`src/rtl/gates_pkg.sv`:
```
// Shared gate definitions: op codes and a width-agnostic bitwise gate evaluator.
// Callers zero-extend operands to GATE_MAX_W and truncate the result back to their own width.
package gates_pkg;

    localparam int OP_W       = 3;
    localparam int GATE_MAX_W = 64;

    localparam logic [OP_W-1:0] OP_AND    = 3'd0;
    localparam logic [OP_W-1:0] OP_OR     = 3'd1;
    localparam logic [OP_W-1:0] OP_XOR    = 3'd2;
    localparam logic [OP_W-1:0] OP_NAND   = 3'd3;
    localparam logic [OP_W-1:0] OP_NOR    = 3'd4;
    localparam logic [OP_W-1:0] OP_XNOR   = 3'd5;
    localparam logic [OP_W-1:0] OP_NOT_A  = 3'd6;
    localparam logic [OP_W-1:0] OP_PASS_A = 3'd7;

    function automatic logic [GATE_MAX_W-1:0] gate_eval(
        input logic [OP_W-1:0]       op,
        input logic [GATE_MAX_W-1:0] a,
        input logic [GATE_MAX_W-1:0] b
    );
        logic [GATE_MAX_W-1:0] y;
        y = '0;
        case (op)
            OP_AND:    y = a & b;
            OP_OR:     y = a | b;
            OP_XOR:    y = a ^ b;
            OP_NAND:   y = ~(a & b);
            OP_NOR:    y = ~(a | b);
            OP_XNOR:   y = ~(a ^ b);
            OP_NOT_A:  y = ~a;
            default:   y = a;
        endcase
        return y;
    endfunction

endpackage

```
`src/rtl/gate_fifo2.sv`:
```
// Two-entry FIFO with a registered head; the head reads all-zero whenever the FIFO is empty.
// Pushes while full and pops while empty are ignored.
module gate_fifo2 #(
    parameter int DW = 8
) (
    input  logic          clk,
    input  logic          rst,
    input  logic          push,
    input  logic [DW-1:0] din,
    input  logic          pop,
    output logic [DW-1:0] dout,
    output logic          full,
    output logic          empty
);

    logic [1:0]    count;
    logic [DW-1:0] head;
    logic [DW-1:0] tail;
    logic          do_push;
    logic          do_pop;

    assign do_push = push && (count != 2'd2);
    assign do_pop  = pop && (count != 2'd0);

    always_ff @(posedge clk or posedge rst) begin
        if (rst) begin
            count <= 2'd0;
            head  <= '0;
            tail  <= '0;
        end else begin
            case ({do_push, do_pop})
                2'b10: begin
                    if (count == 2'd0) head <= din;
                    else               tail <= din;
                    count <= count + 2'd1;
                end
                2'b01: begin
                    // Clear vacated slots so an empty FIFO presents zeros downstream.
                    head  <= (count == 2'd2) ? tail : '0;
                    tail  <= '0;
                    count <= count - 2'd1;
                end
                2'b11: head <= din;  // only reachable at occupancy 1
                default: ;
            endcase
        end
    end

    assign dout  = head;
    assign full  = (count == 2'd2);
    assign empty = (count == 2'd0);

endmodule

```
`src/rtl/gate_alu_pipe.sv`:
```
// Registered bitwise gate ALU with single-beat and burst-accumulate modes, decoupled by a 2-entry output FIFO.
// Valid/ready: a beat or result moves on the rising edge where valid && ready; in_ready depends only on registered FIFO state.
module gate_alu_pipe
    import gates_pkg::*;
#(
    parameter int WIDTH = 8,
    parameter int CNT_W = 4
) (
    input  logic             clk,
    input  logic             rst,
    input  logic             in_valid,
    output logic             in_ready,
    input  logic [WIDTH-1:0] in_a,
    input  logic [WIDTH-1:0] in_b,
    input  logic [OP_W-1:0]  in_op,
    input  logic             in_acc,
    input  logic             in_last,
    output logic             out_valid,
    input  logic             out_ready,
    output logic [WIDTH-1:0] out_y,
    output logic             out_zero,
    output logic [CNT_W-1:0] out_count
);

    localparam int DW = WIDTH + 1 + CNT_W;

    logic             burst_active;
    logic [OP_W-1:0]  acc_op;
    logic [WIDTH-1:0] acc_y;
    logic [CNT_W-1:0] acc_cnt;

    logic             fire;
    logic             unary;
    logic [WIDTH-1:0] first_y;
    logic [WIDTH-1:0] next_y;
    logic [CNT_W-1:0] next_cnt;
    logic             push;
    logic [WIDTH-1:0] push_y;
    logic [CNT_W-1:0] push_cnt;
    logic [DW-1:0]    fifo_dout;
    logic             fifo_full;
    logic             fifo_empty;

    assign fire = in_valid && in_ready;

    always_comb begin
        first_y  = WIDTH'(gate_eval(in_op, GATE_MAX_W'(in_a), GATE_MAX_W'(in_b)));
        // Unary ops use the new beat's operand rather than the running value.
        unary    = (acc_op == OP_NOT_A) || (acc_op == OP_PASS_A);
        next_y   = WIDTH'(gate_eval(acc_op, GATE_MAX_W'(unary ? in_a : acc_y), GATE_MAX_W'(in_a)));
        next_cnt = (acc_cnt == {CNT_W{1'b1}}) ? acc_cnt : acc_cnt + CNT_W'(1);
        push     = 1'b0;
        push_y   = first_y;
        push_cnt = CNT_W'(1);
        if (fire) begin
            if (!burst_active) begin
                push = !in_acc || in_last;
            end else if (in_last) begin
                push     = 1'b1;
                push_y   = next_y;
                push_cnt = next_cnt;
            end
        end
    end

    always_ff @(posedge clk or posedge rst) begin
        if (rst) begin
            burst_active <= 1'b0;
            acc_op       <= '0;
            acc_y        <= '0;
            acc_cnt      <= '0;
        end else if (fire) begin
            if (!burst_active) begin
                if (in_acc && !in_last) begin
                    burst_active <= 1'b1;
                    acc_op       <= in_op;
                    acc_y        <= first_y;
                    acc_cnt      <= CNT_W'(1);
                end
            end else if (in_last) begin
                burst_active <= 1'b0;
                acc_y        <= '0;
                acc_cnt      <= '0;
            end else begin
                acc_y   <= next_y;
                acc_cnt <= next_cnt;
            end
        end
    end

    gate_fifo2 #(.DW(DW)) u_fifo (
        .clk   (clk),
        .rst   (rst),
        .push  (push),
        .din   ({push_y, (push_y == '0), push_cnt}),
        .pop   (out_ready),
        .dout  (fifo_dout),
        .full  (fifo_full),
        .empty (fifo_empty)
    );

    assign in_ready  = !fifo_full;
    assign out_valid = !fifo_empty;
    assign out_y     = fifo_dout[DW-1 -: WIDTH];
    assign out_zero  = fifo_dout[CNT_W];
    assign out_count = fifo_dout[CNT_W-1:0];

endmodule

```
`config.mk`:
```
export PLATFORM = sky130hd
export DESIGN_NAME = gate_alu_pipe
export DESIGN_NICKNAME = d
export VERILOG_FILES = /design/src/rtl/gates_pkg.sv /design/src/rtl/gate_fifo2.sv /design/src/rtl/gate_alu_pipe.sv
export SDC_FILE = /design/constraint.sdc
export NUM_CORES = 1
export LEC_CHECK = 0
export CAP_MARGIN = 40
export CORE_UTILIZATION = 35
export CTS_CLUSTER_SIZE = 16
export DETAILED_ROUTE_END_ITERATION = 16
export PLACE_DENSITY_LB_ADDON = 0.08
export SYNTH_ARGS = -nofsm -noshare
export SYNTH_HDL_FRONTEND = slang
export SYNTH_SLANG_ARGS = --single-unit
```
`constraint.sdc`:
```
create_clock -name clk -period 7.6 [get_ports clk]
set_clock_uncertainty 0.2 [all_clocks]
set_input_delay 1.52 -clock clk [delete_from_list [all_inputs] [get_ports clk]]
set_output_delay 1.52 -clock clk [all_outputs]
set_load 0.005 [all_outputs]
```
* Yosys cells after proc, flatten, opt, wreduce, memory -nomap -nowiden
Index checks and enable logic that the tools add are counted.
Widths: inputs -> output; s select.
** Word-level totals
- Bits in registers :: 44
- Word-level logic and storage cells :: 96
- Input bits :: 25
** Cells by class
- Add/subtract/negate cells :: 3
- Bitwise logic cells :: 15
- Reductions and logical operators :: 22
- Equal/unequal tests :: 21
- Multiplexer cells :: 28
** Operators by type and width (number)
- $pmux 8 s7 :: 2
- $not 8->8 :: 8
- $mux 8 :: 7
- $mux 13 :: 3
- $pmux 13 s3 :: 1
- $mux 4 :: 7
- $pmux 13 s2 :: 1
- $eq 3x3->1 const B :: 7
- $and 8x8->8 :: 2
- $or 8x8->8 :: 2
- $xor 8x8->8 :: 2
- $eq 3x2->1 const B :: 4
- $logic_not 8->1 :: 1
- $eq 2x2->1 const B :: 3
- $eq 3x1->1 const B :: 2
- $logic_not 3->1 :: 2
- $mux 1 :: 6
- $ne 2x2->1 const B :: 3
- $reduce_and 2->1 :: 3
- $reduce_bool 2->1 :: 3
- $add 4x1->4 const B :: 1
- $eq 4x4->1 const B :: 1
- $logic_and 1x1->1 :: 4
- $logic_not 1->1 :: 4
- other kinds (9) :: 10

* Logic depth before layout (Yosys ltp)
Gate-level depths: netlist (run 1).
- Depth after elaboration :: 12
- Gate-level depth with buffers :: 13
- Depth with buffers taken out :: 11

* Cells and area by module
From an unflattened synthesis (run 1), not the netlist that was laid out.
** Unflattened totals
- Cells, all modules :: 515
- Area, all modules :: 4174.0 µm²
** Modules (own cells, without submodules)
- gate_alu_pipe :: cells an instance 387, area each 2751.4 µm², instances 1, seq. area each 400.4 µm²
- gate_fifo2 :: cells an instance 128, area each 1422.6 µm², instances 1, seq. area each 700.7 µm²

* Worst setup path before layout (run 1)
Ideal clock, no wire load.
- Path kind :: in2reg
- Start point :: input in_a[6]
- End point :: register u_fifo.head[4], in the netlist u_fifo.dout[4]
- Arrival :: 3.315 ns
- Path buffers :: 0
- Stages :: 9
- Library setup time :: 0.067 ns
- Slack :: 4.018 ns
- Path through :: inv_1 ha_1 nor2b_1 o21ai_1 o2bb2a_4 o21bai_1 or4b_4 o22ai_2 a41o_1
** Between the ends
- Cells in the longest elaborated chain, start to end :: 10
- Elaborated cells on any way between the ends :: 23
- Those cells by class :: mux (8); bitwise (14); reduce/logical (1)
** Ends and longest elaborated chain
- start: declaration :: line gate_alu_pipe.sv:13 : input logic [WIDTH-1:0] in_a,
- $mux 8 :: line gate_alu_pipe.sv:50 : next_y = WIDTH'(gate_eval(acc_op, GATE_MAX_W'(unary ? in_a : acc_y), GATE_MAX_W'(in_a)));
- $xor 8x8->8 (tied with other cells) :: line gates_pkg.sv:27, gates_pkg.sv:30
- $not 8->8, on equally long branches :: line gates_pkg.sv:30, gates_pkg.sv:28, gates_pkg.sv:29
- $pmux 8 s7 :: line gates_pkg.sv:24 : case (op)
- $mux 8 :: line gate_alu_pipe.sv:58 : end else if (in_last) begin
- $mux 8 :: line gate_alu_pipe.sv:56 : if (!burst_active) begin
- $mux 8 (*) :: line gate_alu_pipe.sv:55 : if (fire) begin
- $logic_not 8->1 (*) :: line gate_alu_pipe.sv:95 : .din ({push_y, (push_y == '0), push_cnt}),
- $mux 13 :: line gate_fifo2.sv:33 : if (count == 2'd0) head <= din;
- $pmux 13 s3 (*) :: line gate_fifo2.sv:31 : case ({do_push, do_pop})
- end signal: assignment :: line gate_fifo2.sv:33
- end signal: assignment :: line gate_fifo2.sv:39 : head <= (count == 2'd2) ? tail : '0;
- end signal: assignment :: line gate_fifo2.sv:43 : 2'b11: head <= din;
- end: declaration :: line gate_fifo2.sv:17 : logic [DW-1:0] head;
Every way passes the cells marked *; elsewhere a longest branch is shown, timed or not. The select of a mux whose other input is x is not followed.
A chain may end at the register's enable or synchronous reset.

* Final worst setup path (run 1)
- Start point :: input in_last
- End point :: register u_fifo.head[5], in the netlist u_fifo.dout[5]
** Between the ends
- Cells in the longest elaborated chain, start to end :: 7
- Elaborated cells on any way between the ends :: 16
- Those cells by class :: eq/ne (4); mux (8); reduce/logical (4)
** Ends and longest elaborated chain
- start: declaration :: line gate_alu_pipe.sv:17 : input logic in_last,
- $mux 1 or $logic_or 1x1->1 (tied branches) :: line gate_alu_pipe.sv:58, gate_alu_pipe.sv:57
- $mux 1 :: line gate_alu_pipe.sv:56
- $mux 1 :: line gate_alu_pipe.sv:55
- $logic_and 1x1->1 :: line gate_fifo2.sv:22 : assign do_push = push && (count != 2'd2);
- $eq 2x2->1 or $eq 2x1->1 (tied branches) :: line gate_fifo2.sv:31
- $ne 2x2->1 (no source line) or $reduce_bool 3->1 (tied branches)
- $reduce_and 2->1 (no source line)
Several ways; a longest one is shown, not always the timed one. The select of a mux whose other input is x is not followed.

==> impl_metrics.py, run 1 <==
metrics = {
    "run_status": {
        "outcome": "completed",
    },
    "cells_and_area": {
        "drive_above_1_share_pct": 8.617,
        "final_core_util_pct": 41.71,
        "n_antenna_cell": 0,
        "seqCellArea_um2": 1101,
        "fillers": 1075,
        "layout_common_cells": "nor2_1, dfrtp_1, nand2_1",
        "multi_input_area_um2": 2560,
        "area_delta_synth_final_pct": 15.83,
        "final_common_cell": "nor2_1",
        "fin_nets": 550,
        "finalNonFillerCells": 639,
    },
    "power_and_ir_drop": {
        "switching_power_w": 0.0007233,
        "peakVddDrop_mv": 0.1460,
        "p_int_w": 0.0008295,
        "sw_frac_of_total_pct": 46.58,
        "p_clk_share_pct": 10.0,
        "pwr-share-seq_pct": 29.2,
        "leakagePower_nw": 1.935,
        "combPwrFrac_pct": 60.8,
        "p_per_area_nw_per_um2": 343.4,
    },
    "clock_tree": {
        "clockBufferDepth": 2,
        "path_clk_slew_ps": 90,
        "cts_sinks": 44,
        "cts_setup_buffers": 0,
        "clock_latency_ps": 290,
        "numCtsBuffers": 5,
        "htree_levels": 2,
        "cts_resized": 0,
        "clockRootBuffer": "clkbuf_8",
        "cts_tree": "built",
        "hold_buffers": 0,
    },
    "floorplan": {
        "die_w_um": 107.6,
        "die_h_um": 107.6,
        "core.rowCount": 38,
        "core_area_um2": 10840,
        "pin_count": 40,
        "initial_core_util_pct": 36.01,
        "dieArea_um2": 11580,
    },
    "route": {
        "wl_met2_mm": 4.526,
        "ant_nets": 0,
        "vias": 3518,
        "vias_per_cell": 5.505,
        "met3_length_um": 478,
        "drcViolationCount": 0,
        "wl_met1_mm": 5.431,
        "wl_per_cell_um": 16.63,
        "routed_wl_mm": 10.63,
        "top_layer": "met4",
        "first_pass_iters": 4,
        "drt-initial-drc-count": 202,
    },
    "yosys": {
        "synth_nets": 525,
        "yosys_warnings": 0,
        "synth-main-ff-cell": "dfrtp_1",
        "postSynthCellCount": 473,
        "ys_seq_area_share_pct": 28.21,
        "synth-edff-count": 0,
        "synth_cell_types": 61,
        "ys_async_sr_fraction_pct": 100.0,
        "syn_avg_cell_area_um2": 8.253,
        "synth-seq-cells": 44,
        "synth_largest_area_cell": "dfrtp_1",
        "synthTopCellsByArea": "dfrtp_1, ha_1, mux2i_1",
        "synth.cell_area_um2": 3904,
        "yosysTopAreaCellShare_pct": 28.21,
    },
    "timing": {
        "fin_tns_setup_ps": 0,
        "slew_violations": 0,
        "layout_setup_ws_ps": 3371,
        "max_freq_mhz": 236.5,
        "max-slew-margin-rel_pct": 40.59,
        "setup_viol": 0,
        "period_share_pct": 55.64,
        "whs_ps": 290.8,
        "period_minus_slack_ps": 4229,
        "final_hold_viol_count": 0,
        "tightest_slew_ps": 891.1,
        "rsz0062_at_grt": "false",
    },
    "critical_path": {
        "worstSetupEndpointType": "flop",
        "crit_type": "in2reg",
        "crit_chain": "clkdlybuf4s50_1 > o211ai_1 > ha_1 > inv_1 > nor2_1 > nand2_1 > o311ai_0 > o21a_1",
        "cp_max_fo": 14,
        "crit_slowest_cell": "nor2_1",
        "cp_data_arrival_time_ps": 4270,
        "required_ps": 7640,
        "slowest_delay_ps": 700,
        "start_kind": "input port",
    },
    "placed_design": {
        "dp.cells": 630,
        "io_buffers": 39,
        "detailed_place_hpwl_mm": 8.219,
        "gp_congestion": 0.8672,
        "dp_slack_ps": 3032,
    },
    "flow_run": {
        "drv_cap": 0,
    },
    "global_routing": {
        "grt_max_degree": 34,
        "antenna_found_initial": 0,
        "grt_usage_pct": 19.96,
        "grt_pass1_vias": 3459,
        "grt.overflow.total": 0,
        "grt_pass1_wl_mm": 17.97,
    },
    "min_path": {
        "hold_path.class": "reg2reg",
    },
}
[kinds of logic after synthesis]
family | Yosys count | synth area share, %
multiplexers | 42 | 12.53
AO/OA/AOI/OAI | 154 | 25.48
AND/OR/NAND/NOR | 148 | 17.92
adder cells (fa/ha/maj) | 27 | 8.654
flip-flops | 44 | 28.21
buffers and inverters | 54 | 6.314
XOR/XNOR | 4 | 0.8976
[power by group through the flow]
stage | clock network (W) | registers, W | logic [W]
after CTS | 0.000160 | 0.000454 | 0.000942
after global placement | 0 | 0.000458 | 0.000922
final | 0.000156 | 0.000454 | 0.000943
after floorplan | 0 | 0.000397 | 0.000705
after global routing | 0.000171 | 0.000475 | 0.00106
after detailed placement | 0 | 0.000457 | 0.000937
[routing by layer]
| metal | global-route usage, % | vias to the layer above |
|---|---|---|
| li1 | - | 1759 |
| met1 | 29.54 | 1681 |
| met4 | 4.697 | 0 |
| met5 | 0 | - |
| met3 | 3.390 | 12 |
| met2 | 29.95 | 66 |
[cell usage after synthesis, types with 5 or more instances]
library cell,count
mux2i_1,23
a31oi_1,5
nand2b_1,13
buf_2,14
o22ai_1,10
mux2_2,15
nand2_1,43
o21ai_1,5
nand3b_1,5
o21ai_0,40
nor2b_1,11
dfrtp_1,44
a21oi_1,40
a211oi_1,6
ha_1,27
o21a_1,8
nor2_1,46
clkbuf_1,9
nor3_1,8
inv_1,24
nand3_1,10
[final timing paths]
| check | depth (start not counted) | to | slack, ps | startpoint |
|---|---|---|---|---|
| setup / recovery | 8 | u_fifo.dout[5] | 3370 | in_last |
| hold / removal | 2 | u_fifo.tail[5] | 290 | u_fifo.tail[5] |
| setup reg to reg | 11 | u_fifo.tail[4] | 3640 | acc_op[2] |
| hold reg to reg | 2 | u_fifo.tail[5] | 290 | u_fifo.tail[5] |
| max in group asynchronous | 3 | u_fifo.count[1] | 5350 | rst |
| min in group asynchronous | 2 | u_fifo.dout[5] | 1350 | rst |
[stage by stage]
| stage | cell area, µm² | total power, W |
|---|---|---|
| 3_3_place_gp | 4347 | 0.001379 |
| 2_1_floorplan | 3904 | 0.001102 |
| 5_1_grt | 4522 | 0.001709 |
| 3_5_place_dp | 4409 | 0.001394 |
| 6_report | 4522 | 0.001553 |
| 4_1_cts | 4507 | 0.001556 |
[critical path: cells and delay by family]
family / cells / cell delay [ps]
AND/OR/NAND/NOR: 2 / 820
AO/OA/AOI/OAI: 3 / 660
adder cells (fa/ha/maj): 1 / 540
buffers and inverters: 2 / 720
[final cells by class]
cell class / instances / share of cell area [%]
Multi-Input combinational cell: 375 / 56.61
Tap cell: 140 / 3.874
Timing Repair Buffer: 46 / 10.85
Clock buffer: 6 / 1.826
Clock inverter: 2 / 0.3320
Sequential cell: 44 / 24.35
Inverter: 26 / 2.158
[state kept, by name, summed over array words and instances, names as in the netlist]
signal	cells
acc_y	8
acc_op	3
u_fifo.dout	13
u_fifo.count	2
u_fifo.tail	13
burst_active	1
acc_cnt	4
No activity file was read; power rests on OpenSTA's default activity.
==> run 2: changes to the inputs <==
==> constraint.sdc (replaced) <==
create_clock -name clk -period 3.4 [get_ports clk]
set_clock_uncertainty 0.2 [all_clocks]
set_input_delay 0.68 -clock clk [delete_from_list [all_inputs] [get_ports clk]]
set_output_delay 0.68 -clock clk [all_outputs]
set_load 0.005 [all_outputs]
==> run 2 against run 1 <==
Effect of this change: total power rose by 130%; final cell count grew 4.4%; via count is 2.9% higher; clock power rose to 2.7 times the previous value; die area stayed put; worst hold slack worse by 4.4 ps; cell area up 4.8%; clock-buffer cell count down 1; combinational power is 140% higher; first-iteration DRC count down 9.9%; highest routed layer unchanged.
==> impl_metrics.py, run 2 (synthesis gave the netlist of run 1 again) <==
metrics = {
    "critical_path": {
        "r2r_setup_slack_ps": 490,
        "required_ps": 3430,
        "crit_type": "in2reg",
        "reg2reg_depth": 12,
        "r2r-end": "u_fifo.tail[4]",
        "worstSetupEndpointType": "flop",
        "r2r-start": "acc_op[2]",
        "cp_max_fo": 3,
        "start_kind": "input port",
        "crit_start": "in_a[2]",
        "critPathCapture": "u_fifo.tail[4]",
        "cp_data_arrival_time_ps": 3150,
    },
    "floorplan": {
        "dieArea_um2": 11580,
        "core.rowCount": 38,
        "pin_count": 40,
        "die_h_um": 107.6,
        "die_w_um": 107.6,
        "initial_core_util_pct": 36.01,
        "core_area_um2": 10840,
    },
    "timing": {
        "slew_violations": 0,
        "fin_tns_setup_ps": 0,
        "setup_viol": 0,
        "rsz0062_at_grt": "false",
        "max-slew-margin-rel_pct": 43.51,
        "tightest_slew_ps": 847.4,
        "final_hold_viol_count": 0,
        "period_minus_slack_ps": 3116,
        "period_share_pct": 91.64,
        "max_freq_mhz": 320.9,
        "whs_ps": 286.4,
    },
    "power_and_ir_drop": {
        "peakVddDrop_mv": 0.2769,
        "p_per_area_nw_per_um2": 766.2,
        "leakagePower_nw": 2.077,
    },
    "route": {
        "vias_per_cell": 5.427,
        "vias": 3620,
        "ant_nets": 0,
        "drt-initial-drc-count": 182,
        "wl_per_cell_um": 15.64,
        "first_pass_iters": 4,
        "routed_wl_mm": 10.43,
        "drcViolationCount": 0,
    },
    "clock_tree": {
        "cts_sinks": 44,
        "clockRootBuffer": "clkbuf_8",
        "numCtsBuffers": 5,
        "htree_levels": 2,
        "cts_tree": "built",
        "path_clk_slew_ps": 100,
        "clockBufferDepth": 2,
        "clock_latency_ps": 290,
        "cts_setup_buffers": 0,
        "cts_resized": 0,
        "hold_buffers": 0,
    },
    "cells_and_area": {
        "finalNonFillerCells": 667,
        "layout_common_cells": "nor2_1, dfrtp_1, nand2_1",
        "fillers": 1119,
        "seqCellArea_um2": 1101,
        "drive_above_1_share_pct": 13.47,
        "area_delta_synth_final_pct": 21.41,
        "fin_nets": 578,
        "final_common_cell": "nor2_1",
        "n_antenna_cell": 0,
        "multi_input_area_um2": 2560,
    },
    "placed_design": {
        "detailed_place_hpwl_mm": 8.199,
        "dp.cells": 659,
        "gp_congestion": 0.8114,
        "io_buffers": 39,
    },
    "global_routing": {
        "grt_usage_pct": 19.22,
        "met1_usage_pct": 27.99,
        "grt.overflow.total": 0,
        "grt_use_met3_pct": 2.058,
        "grt_pass1_wl_mm": 17.56,
        "use_met2_pct": 31.55,
        "grt_busiest_layer": "met2",
        "grt_pass1_vias": 3461,
        "antenna_found_initial": 0,
        "grt_max_degree": 36,
    },
    "flow_run": {
        "drv_cap": 0,
    },
    "run_status": {
        "outcome": "completed",
    },
    "min_path": {
        "hold_start": "u_fifo.tail[9]",
        "hold_path.class": "reg2reg",
    },
}
## run 2: cell types whose count changed in the layout (fill, tap and decap cells not counted)
cell,previous run,this run
buf_8,2,0
clkinvlp_4,2,1
buf_4,3,32
clkbuf_8,6,5
bufinv_16,0,1
buf_12,1,3
inv_6,0,1
buf_16,1,0
## run 2: final cells by class
cell class,count,area share (%)
Multi-Input combinational cell,375,54.01
Sequential cell,44,23.23
Timing Repair Buffer,74,14.57
Tap cell,140,3.696
Inverter,26,2.059
Clock buffer,5,1.452
Clock inverter,3,0.9768
## run 2: how the worst min path moves through the flow
| stage | end | slack (ps) | cells after the start |
|---|---|---|---|
| 2_1_floorplan | u_fifo.tail[5] | 250 | 2 |
| 5_1_grt | u_fifo.count[1] | 310 | 1 |
| 4_1_cts | u_fifo.tail[9] | 290 | 2 |
| 3_3_place_gp | u_fifo.tail[10] | 260 | 2 |
| 6_report | u_fifo.tail[9] | 290 | 2 |
| 3_5_place_dp | u_fifo.tail[9] | 270 | 2 |
## run 2: power by group
part           leakage (nW)  internal, W  switching (W)  total [W]
logic                  1.48      0.00104        0.00121    0.00225
registers             0.542     0.000749       0.000220   0.000969
clock network        0.0548     0.000222       0.000193   0.000414
total                  2.08      0.00201        0.00162    0.00363
## run 2: through the flow
stage	util [%]	instance area (µm²)	setup slack (ps)	total power (W)
detailed placement	42.66	4624	9.182	0.003227
finish	43.72	4740	284.2	0.003631
floorplan	-	3904	523.0	0.002464
CTS	43.72	4740	326.2	0.003652
global route	43.72	4740	145.1	0.003979
global placement	42.47	4604	43.87	0.003179
## run 2: layer usage
metal / part of all wire (%) / vias to the layer above
met5: 0 / -
met1: 52 / 1758
met3: 2.7 / 2
met2: 46 / 47
li1: - / 1813
met4: 0.24 / 0
## run 2: worst max-delay path, stage by stage
cell	delay, ps
clkdlybuf4s50_1	530
inv_1	100
o21ai_0	170
ha_1	260
mux2i_1	140
o22ai_1	110
a211oi_1	210
o22ai_1	160
or3_1	390
o22ai_1	210
a32o_1	190
==> run 3: changes to the inputs <==
--- a/config.mk
+++ b/config.mk
@@ -5,8 +5,10 @@
 export SDC_FILE = /design/constraint.sdc
 export NUM_CORES = 1
 export LEC_CHECK = 0
+export ABC_CLOCK_PERIOD_IN_PS = 3400
 export CAP_MARGIN = 40
-export CORE_UTILIZATION = 35
+export CORE_UTILIZATION = 45
+export CTS_CLUSTER_DIAMETER = 100
 export CTS_CLUSTER_SIZE = 16
 export DETAILED_ROUTE_END_ITERATION = 16
 export PLACE_DENSITY_LB_ADDON = 0.08
==> run 3 against run 2 <==
Effect of this change: final cell count decreased by 5.7%; combinational power increased by 2%; largest power group unchanged; critical endpoint is now u_fifo.dout[5]; critical path type unchanged; total power decreased by 1.3%; sequential share of layout area increased by 0.58 points; cell area decreased by 2.5%; clock-buffer cell count increased by 2; register-to-register slack got worse by 150 ps.
==> impl_metrics.py, run 3 (synthesis gave the netlist of run 1 again) <==
metrics = {
    "route": {
        "drcViolationCount": 0,
        "met3_length_um": 442,
        "top_layer": "met4",
        "wl_met2_mm": 4.518,
        "first_pass_iters": 5,
        "wl_met1_mm": 5.215,
        "vias_per_cell": 5.733,
        "routed_wl_mm": 10.32,
        "vias": 3606,
        "wl_per_cell_um": 16.41,
        "drt-initial-drc-count": 265,
        "ant_nets": 0,
    },
    "clock_tree": {
        "path_clk_slew_ps": 80,
        "numCtsBuffers": 5,
        "cts_sinks": 44,
        "cts_resized": 0,
        "htree_levels": 2,
        "clock_latency_ps": 300,
        "cts_setup_buffers": 0,
        "clockRootBuffer": "clkbuf_8",
        "cts_tree": "built",
        "hold_buffers": 0,
        "clockBufferDepth": 2,
    },
    "cells_and_area": {
        "fillers": 777,
        "drive_above_1_share_pct": 12.40,
        "fin_nets": 575,
        "layout_common_cells": "nor2_1, dfrtp_1, nand2_1",
        "final_common_cell": "nor2_1",
        "area_delta_synth_final_pct": 18.43,
        "n_antenna_cell": 0,
        "finalNonFillerCells": 629,
    },
    "critical_path": {
        "reg2reg_depth": 10,
        "crit_slowest_cell": "clkdlybuf4s50_1",
        "start_kind": "input port",
        "path_buf_inv": 3,
        "r2r-end": "u_fifo.dout[10]",
        "cp_max_fo": 3,
        "cp_data_arrival_time_ps": 3160,
        "required_ps": 3440,
        "crit_top_cell": "nor2_1",
        "cp_top_family": "compound AO/OA/AOI/OAI gates",
        "crit_chain": "clkdlybuf4s50_1 > inv_1 > ha_1 > mux2_2 > mux2i_1 > nor2_1 > a21oi_1 > buf_4 > nor2_1 > o311ai_0 > o21a_1",
        "slowest_delay_ps": 470,
        "r2r_setup_slack_ps": 340,
        "crit_type": "in2reg",
        "r2r-start": "acc_op[2]",
        "worstSetupEndpointType": "flop",
    },
    "timing": {
        "slew_violations": 0,
        "whs_ps": 285.1,
        "rsz0062_at_grt": "false",
        "max_freq_mhz": 320.2,
        "setup_viol": 0,
        "fin_tns_setup_ps": 0,
        "period_share_pct": 91.84,
        "tightest_slew_ps": 794.9,
        "max-slew-margin-rel_pct": 46.68,
        "layout_setup_ws_ps": 277.4,
        "period_minus_slack_ps": 3123,
        "final_hold_viol_count": 0,
    },
    "global_routing": {
        "grt_pass1_vias": 3310,
        "grt_pass1_wl_mm": 16.88,
        "grt_usage_pct": 24.10,
        "grt.overflow.total": 0,
        "grt_max_degree": 34,
        "antenna_found_initial": 0,
    },
    "placed_design": {
        "detailed_place_hpwl_mm": 7.901,
        "dp.cells": 621,
        "io_buffers": 39,
        "gp_congestion": 0.8408,
        "dp_slack_ps": -3.174,
    },
    "min_path": {
        "hold_depth": 2,
        "hold_start": "u_fifo.tail[6]",
        "hold_path.class": "reg2reg",
        "hold_end": "u_fifo.tail[6]",
    },
    "floorplan": {
        "pin_count": 40,
        "initial_core_util_pct": 47.04,
        "die_w_um": 95.14,
        "core.rowCount": 33,
        "core_area_um2": 8299,
        "die_h_um": 95.14,
        "dieArea_um2": 9052,
    },
    "power_and_ir_drop": {
        "p_per_area_nw_per_um2": 775.3,
        "combPwrFrac_pct": 63.8,
        "p_int_w": 0.001958,
        "peakVddDrop_mv": 0.4971,
        "sw_frac_of_total_pct": 45.38,
        "p_clk_share_pct": 9.7,
        "leakagePower_nw": 2.039,
        "pwr-share-seq_pct": 26.5,
        "switching_power_w": 0.001627,
    },
    "run_status": {
        "outcome": "completed",
    },
    "flow_run": {
        "drv_cap": 0,
    },
}
## run 3: cell count changes in the layout (fill, tap and decap cells not counted)
| cell | before | now |
|---|---|---|
| buf_4 | 32 | 31 |
| buf_12 | 3 | 1 |
| clkbuf_1 | 0 | 1 |
| clkinv_1 | 1 | 2 |
| inv_6 | 1 | 0 |
| inv_2 | 2 | 1 |
| o21ai_2 | 1 | 0 |
| o21ai_1 | 4 | 5 |
| bufinv_16 | 1 | 0 |
| clkbuf_8 | 5 | 6 |
## run 3: power by group through the flow
stage,clock network (W),logic [W],registers [W]
6_report,0.000347,0.00229,0.000951
5_1_grt,0.000373,0.00255,0.000986
3_3_place_gp,0,0.00221,0.000945
2_1_floorplan,0,0.00158,0.000888
3_5_place_dp,0,0.00225,0.000957
4_1_cts,0.000355,0.00227,0.000948
## run 3: area by class of cell
cell class              instances  area, µm²  area share [%]
clock inverters                 1      7.507          0.1624
well taps                     105      131.4           2.842
clock buffers                   7      86.33           1.867
multi-input cells             375       2556           55.29
repair buffers                 71      643.1           13.91
inverters                      26      97.59           2.111
flip-flops and latches         44       1101           23.82
## run 3: how the worst max path moves through the flow
stage	from	end	cells after the start
finish	in_a[0]	u_fifo.dout[5]	11
global route	acc_op[1]	u_fifo.dout[10]	10
CTS	in_a[0]	u_fifo.dout[5]	11
detailed placement	in_a[0]	u_fifo.dout[5]	11
global placement	in_a[0]	u_fifo.dout[5]	11
floorplan	acc_op[2]	u_fifo.dout[4]	12
## run 3: stage by stage
step	util [%]	power [W]	instance area, µm²
floorplan	-	0.002464	3904
global placement	54.58	0.003154	4529
CTS	55.71	0.003568	4623
detailed placement	54.58	0.003209	4529
finish	55.71	0.003584	4623
global route	55.71	0.003905	4623
## run 3: worst reg2reg max path: stages, from the launching register on
cell and delay [ps]:
dfrtp_1 390, nand2_1 480, o21ai_0 190, ha_1 340, nand3_1 90, a21oi_1 70
o32ai_1 400, o21ai_0 230, mux2_2 330, a2bb2oi_1 130, a21oi_1 140
## run 3: routing by layer
layer,up-vias,GRT usage [%]
met1,1696,36.17
met2,84,36.01
li1,1811,-
met3,15,3.987
met5,-,0
met4,0,5.051
